===== src/rtl/score_bcd_feeder.sv =====
// Snake game score / high score keeper in packed BCD.
// Feeds hexs/points/LEs to the 4-digit seven-segment driver.
module score_bcd_feeder #(
  parameter int INC_STEP  = 1,
  parameter int BLINK_BIT = 24
) (
  input  logic        clk,
  input  logic        rst,
  input  logic        eat,
  input  logic        clr,
  input  logic        game_over,
  input  logic        show_high,
  output logic [15:0] hexs,
  output logic [3:0]  points,
  output logic [3:0]  LEs
);

  localparam logic [4:0] STEP5 = 5'(INC_STEP);
  localparam logic [BLINK_BIT:0] BONE =
    {{BLINK_BIT{1'b0}}, 1'b1};

  logic [15:0] score_q, score_d;
  logic [15:0] high_q, high_d;
  logic        go_q;
  logic [BLINK_BIT:0] blink_q, blink_d;
  logic [15:0] hexs_q, hexs_d;
  logic [3:0]  points_q, points_d;
  logic [3:0]  les_q, les_d;

  logic [15:0] sum;
  logic [4:0]  dsum;
  logic [4:0]  dadj;
  logic        cy;
  logic        go_rise;
  logic [15:0] sel;
  logic [3:0]  mask;

  assign go_rise = game_over & ~go_q;

  // BCD increment of score by INC_STEP; cy set means overflow past 9999
  always_comb begin
    sum  = 16'h0000;
    dsum = 5'd0;
    dadj = 5'd0;
    cy   = 1'b0;
    for (int i = 0; i < 4; i++) begin
      dsum = {1'b0, score_q[4*i +: 4]}
           + ((i == 0) ? STEP5 : 5'd0)
           + {4'd0, cy};
      dadj = dsum - 5'd10;
      if (dsum > 5'd9) begin
        sum[4*i +: 4] = dadj[3:0];
        cy = 1'b1;
      end else begin
        sum[4*i +: 4] = dsum[3:0];
        cy = 1'b0;
      end
    end
  end

  // next score, high score and blink phase
  always_comb begin
    score_d = score_q;
    high_d  = high_q;
    blink_d = blink_q;
    if (clr) begin
      score_d = 16'h0000;
    end else if (eat && !game_over) begin
      score_d = cy ? 16'h9999 : sum;
    end
    if (go_rise && (score_q > high_q)) begin
      high_d = score_q;
    end
    if (go_rise) begin
      blink_d = '0;
    end else if (game_over) begin
      blink_d = blink_q + BONE;
    end else begin
      blink_d = '0;
    end
  end

  // display bundle from the current registers
  always_comb begin
    sel     = show_high ? high_q : score_q;
    mask    = 4'b0000;
    mask[3] = (sel[15:12] == 4'd0);
    mask[2] = mask[3] & (sel[11:8] == 4'd0);
    mask[1] = mask[2] & (sel[7:4] == 4'd0);
    hexs_d   = sel;
    points_d = show_high ? 4'b1000 : 4'b0000;
    les_d    = (game_over && blink_q[BLINK_BIT])
             ? 4'b1111 : mask;
  end

  // state and output registers
  always_ff @(posedge clk) begin
    if (rst) begin
      score_q  <= 16'h0000;
      high_q   <= 16'h0000;
      go_q     <= 1'b0;
      blink_q  <= '0;
      hexs_q   <= 16'h0000;
      points_q <= 4'b0000;
      les_q    <= 4'b1110;
    end else begin
      score_q  <= score_d;
      high_q   <= high_d;
      go_q     <= game_over;
      blink_q  <= blink_d;
      hexs_q   <= hexs_d;
      points_q <= points_d;
      les_q    <= les_d;
    end
  end

  assign hexs   = hexs_q;
  assign points = points_q;
  assign LEs    = les_q;

endmodule


===== config.mk =====
export PLATFORM = sky130hd
export DESIGN_NAME = score_bcd_feeder
export DESIGN_NICKNAME = d
export VERILOG_FILES = /design/src/rtl/score_bcd_feeder.sv
export SDC_FILE = /design/constraint.sdc
export NUM_CORES = 1
export LEC_CHECK = 0
export CORE_MARGIN = 8
export CORE_UTILIZATION = 40
export DETAILED_ROUTE_END_ITERATION = 16
export GPL_TIMING_DRIVEN = 0
export MAX_ROUTING_LAYER = met4
export PLACE_DENSITY = 0.69
export REMOVE_ABC_BUFFERS = 1
export SLEW_MARGIN = 20
export SYNTH_ARGS = -nofsm -noshare
export SYNTH_HDL_FRONTEND = slang
export SYNTH_SLANG_ARGS = --single-unit

===== constraint.sdc =====
create_clock -name clk -period 7.4 [get_ports clk]
set_input_delay 1.48 -clock clk [delete_from_list [all_inputs] [get_ports clk]]
set_output_delay 1.48 -clock clk [all_outputs]
set_load 0.005 [all_outputs]

==> impl_metrics.csv <==
group,metric,value,unit
place,placement.setup.worst_slack,1280,ps
die,die_y,116,um
outcome,status,"finished clean",
cts,root_buffer,"sky130_fd_sc_hd__clkbuf_8",
sta,setup_violations,0,
sta,fin_worst_skew,5.91,ps
critical_path,timing.critical_path.fanout_max,8,
synth,ys_seq_area_share,39.3,%
sta,fin_ws,1260,ps
critical_path,critPathLaunchType,"flip-flop",
pwr,maximum_vdd_drop,0.0836,mV
place,gp_congestion,0.824,
die,floorplan.rows,36,
cts,clk_latency,360,ps
synth,netlist_top_cells_count,"sky130_fd_sc_hd__dfxtp_1, sky130_fd_sc_hd__nor2_1, sky130_fd_sc_hd__inv_1",
synth,syn_area,0.00403,mm2
sta,worstMarginPinSlew,843,ps
cells_and_area,area_delta_synth_final,12.3,%
global_routing,initial_antenna_violation_count,0,
die,floorplan.initialDensity,41.2,%
global_routing,grt-ovfl-total,0,
drt,remaining_drc_errors,0,
drt,vias,3153,
drt,post_drt_wl_per_cell,13.8,um
synth,dominantRegCellSynth,"sky130_fd_sc_hd__dfxtp_1",
cts,post-cts-setup-buffer-count,0,
global_routing,pin_count_of_the_biggest_net_entering_global_routing,25,
critical_path,worst-endpoint-arrival,6400,ps
die,placeableCoreArea,0.00977,mm2
global_routing,grt_pass1_wl,14.7,mm
synth,ys_async_sr_fraction,0,%
critical_path,worstSetupEndpointType,"flip-flop",
sta,final.setup.tns,0,ps
synth,yosysTopAreaCellShare,39.3,%
drt,detail-route-antenna-nets,0,
cts,cts_made_buffers,9,
critical_path,worst-endpoint-required,7660,ps
drt,drt_pre_antenna_iters,4,
cts,cts-root-to-sink-buffers,2,
job,maxCapViolations,0,
sta,max-slew-margin-rel,43.6,%
sta,slew_violations,0,
cts,cts.sink_count,79,
synth,synth_most_common_cell,"sky130_fd_sc_hd__dfxtp_1",
sta,rsz0062_at_grt,"no",
synth,post_synth_num_cell_types,55,
synth,synth-warning-count,0,
pwr,power.leakage,1.74,nW
pwr,power.density,180,mW/mm2
cts,cts.reportedPaths.clkPinSlew,90,ps
cells_and_area,num_antenna_cells,0,
drt,aggregate_routed_wire_length,8.42,mm
cts,cts-hold-fix-buffers,0,
synth,synthesis.instances,460,
cts,cts_tree,"yes",
synth,yosysTopAreaCell,"sky130_fd_sc_hd__dfxtp_1",
synth,synthTopCellsByArea,"sky130_fd_sc_hd__dfxtp_1, sky130_fd_sc_hd__ha_1, sky130_fd_sc_hd__nor2_1, sky130_fd_sc_hd__mux2i_1, sky130_fd_sc_hd__a22o_1",
sta,final.period_utilization,83.0,%
sta,report.final.hold_viol_count,0,
global_routing,vias_in_the_first_global_route,3165,
drt,drt_iter0_markers,109,
cells_and_area,finalNetCount,506,
worst_hold_path,worstHoldPathType,"reg -> reg",
sta,timing.fmax,163,MHz
cells_and_area,drive_gt1_share,6.29,%
sta,final.min_clock_period,6140,ps
die,io-pin-count,30,
synth,ys_ff_latch,79,
drt,detail_route.vias_per_cell,5.17,
die,die_area,0.0135,mm2
synth,syn_area_per_cell,8.75,um2
cts,cts-htree-levels,3,
critical_path,class_of_the_most_critical_setup_path,"reg -> reg",
place,numPortBuffers,26,
synth,synth_enable_flop_cells,0,
die,die-width,116,um
place,dp_hpwl,5.99,mm
cts,cts_resized,0,
global_routing,global_route.usage.total,14.0,%
logic make-up after synthesis:
family,count (synthesis),synth area share (%)
xor gates and xnor gates,28,6.09
DFF,79,39.3
buffers and inverters,58,6.43
AOI/OAI and AO/OA,97,17.0
adders and majority gates,28,8.70
muxes,16,3.98
and+or+nand+nor,153,18.4
other,1,0.0932
path summary, 6_finish.rpt:
path,depth (start not counted),slack (ps),from,to
min,1,480,blink_q[0],blink_q[0]
max reg2reg,25,1260,score_q[1],score_q[7]
min reg2reg,1,480,blink_q[0],blink_q[0]
max,25,1260,score_q[1],score_q[7]
cells in the final DEF (no fill, tap or decap), types with 4 or more instances in the layout:
| cell type | instances |
|---|---|
| sky130_fd_sc_hd__xnor2_1 | 12 |
| sky130_fd_sc_hd__a21oi_1 | 25 |
| sky130_fd_sc_hd__nor3_1 | 8 |
| sky130_fd_sc_hd__ha_1 | 28 |
| sky130_fd_sc_hd__xor2_1 | 16 |
| sky130_fd_sc_hd__nand2b_1 | 6 |
| sky130_fd_sc_hd__nor2_1 | 58 |
| sky130_fd_sc_hd__mux2i_1 | 16 |
| sky130_fd_sc_hd__a22o_1 | 18 |
| sky130_fd_sc_hd__o21ai_0 | 18 |
| sky130_fd_sc_hd__nand3_1 | 16 |
| sky130_fd_sc_hd__dfxtp_1 | 79 |
| sky130_fd_sc_hd__clkbuf_8 | 9 |
| sky130_fd_sc_hd__inv_1 | 29 |
| sky130_fd_sc_hd__o22a_1 | 4 |
| sky130_fd_sc_hd__clkdlybuf4s50_1 | 25 |
| sky130_fd_sc_hd__and3_1 | 12 |
| sky130_fd_sc_hd__nand4_1 | 5 |
| sky130_fd_sc_hd__nor4_1 | 6 |
| sky130_fd_sc_hd__nand2_1 | 28 |
report_power, final:
| part | switching [mW] | internal, mW |
|---|---|---|
| Sequential | 0.00364 | 0.428 |
| Clock | 0.175 | 0.164 |
| Combinational | 0.0261 | 0.0167 |
area by class of cell:
cell class / count / area (um2)
clock buffers: 9 / 124
clock inverters: 7 / 86.3
fillers: 951 / 5250
inverters: 31 / 116
multi-input cells: 325 / 2190
flip-flops and latches: 79 / 1580
well taps: 133 / 166
repair buffers: 26 / 255
worst max-delay path, stage by stage (launching register included):
cell	delay, ps
sky130_fd_sc_hd__dfxtp_1	510
sky130_fd_sc_hd__ha_1	380
sky130_fd_sc_hd__xnor2_1	170
sky130_fd_sc_hd__ha_1	170
sky130_fd_sc_hd__nand2b_1	50
sky130_fd_sc_hd__a21oi_1	360
sky130_fd_sc_hd__o22ai_1	150
sky130_fd_sc_hd__a22oi_2	300
sky130_fd_sc_hd__ha_1	230
sky130_fd_sc_hd__ha_1	270
sky130_fd_sc_hd__clkinv_1	150
sky130_fd_sc_hd__a31oi_1	100
sky130_fd_sc_hd__o22a_1	240
sky130_fd_sc_hd__ha_1	210
sky130_fd_sc_hd__ha_1	330
sky130_fd_sc_hd__clkinv_1	190
sky130_fd_sc_hd__a31oi_1	220
sky130_fd_sc_hd__o22a_1	210
sky130_fd_sc_hd__ha_1	240
sky130_fd_sc_hd__ha_1	280
sky130_fd_sc_hd__nand2b_1	150
sky130_fd_sc_hd__a31o_2	230
sky130_fd_sc_hd__and3_1	300
sky130_fd_sc_hd__nor2_4	230
sky130_fd_sc_hd__o41ai_1	110
sky130_fd_sc_hd__o221a_2	240
registers in the layout (all words and copies together) (netlist names):
register	flops
hexs	16
high_q	16
score_q	16
blink_q	25
go_q	1
points	1
LEs	4
stage by stage:
stage                     power, mW  cells  utilization, %  area, um2  hold WS [ps]
after floorplan               0.466    435               -       3890           430
after global placement        0.484    594            44.2       4320           442
after detailed placement      0.485    594            44.1       4310           467
after CTS                     0.825    610            46.3       4520           487
after global routing          0.846    610            46.3       4520           519
final                         0.813    610            46.3       4520           480
layer usage:
layer / up-vias / part of all wire, % / global-route usage [%]
met4: 0 / 1.8 / 5.62
met1: 1471 / 47 / 16.1
li1: 1629 / - / -
met5: - / 0 / -
met2: 39 / 48 / 23.0
met3: 14 / 3.3 / 3.15
(Power assumes the default switching activity.)
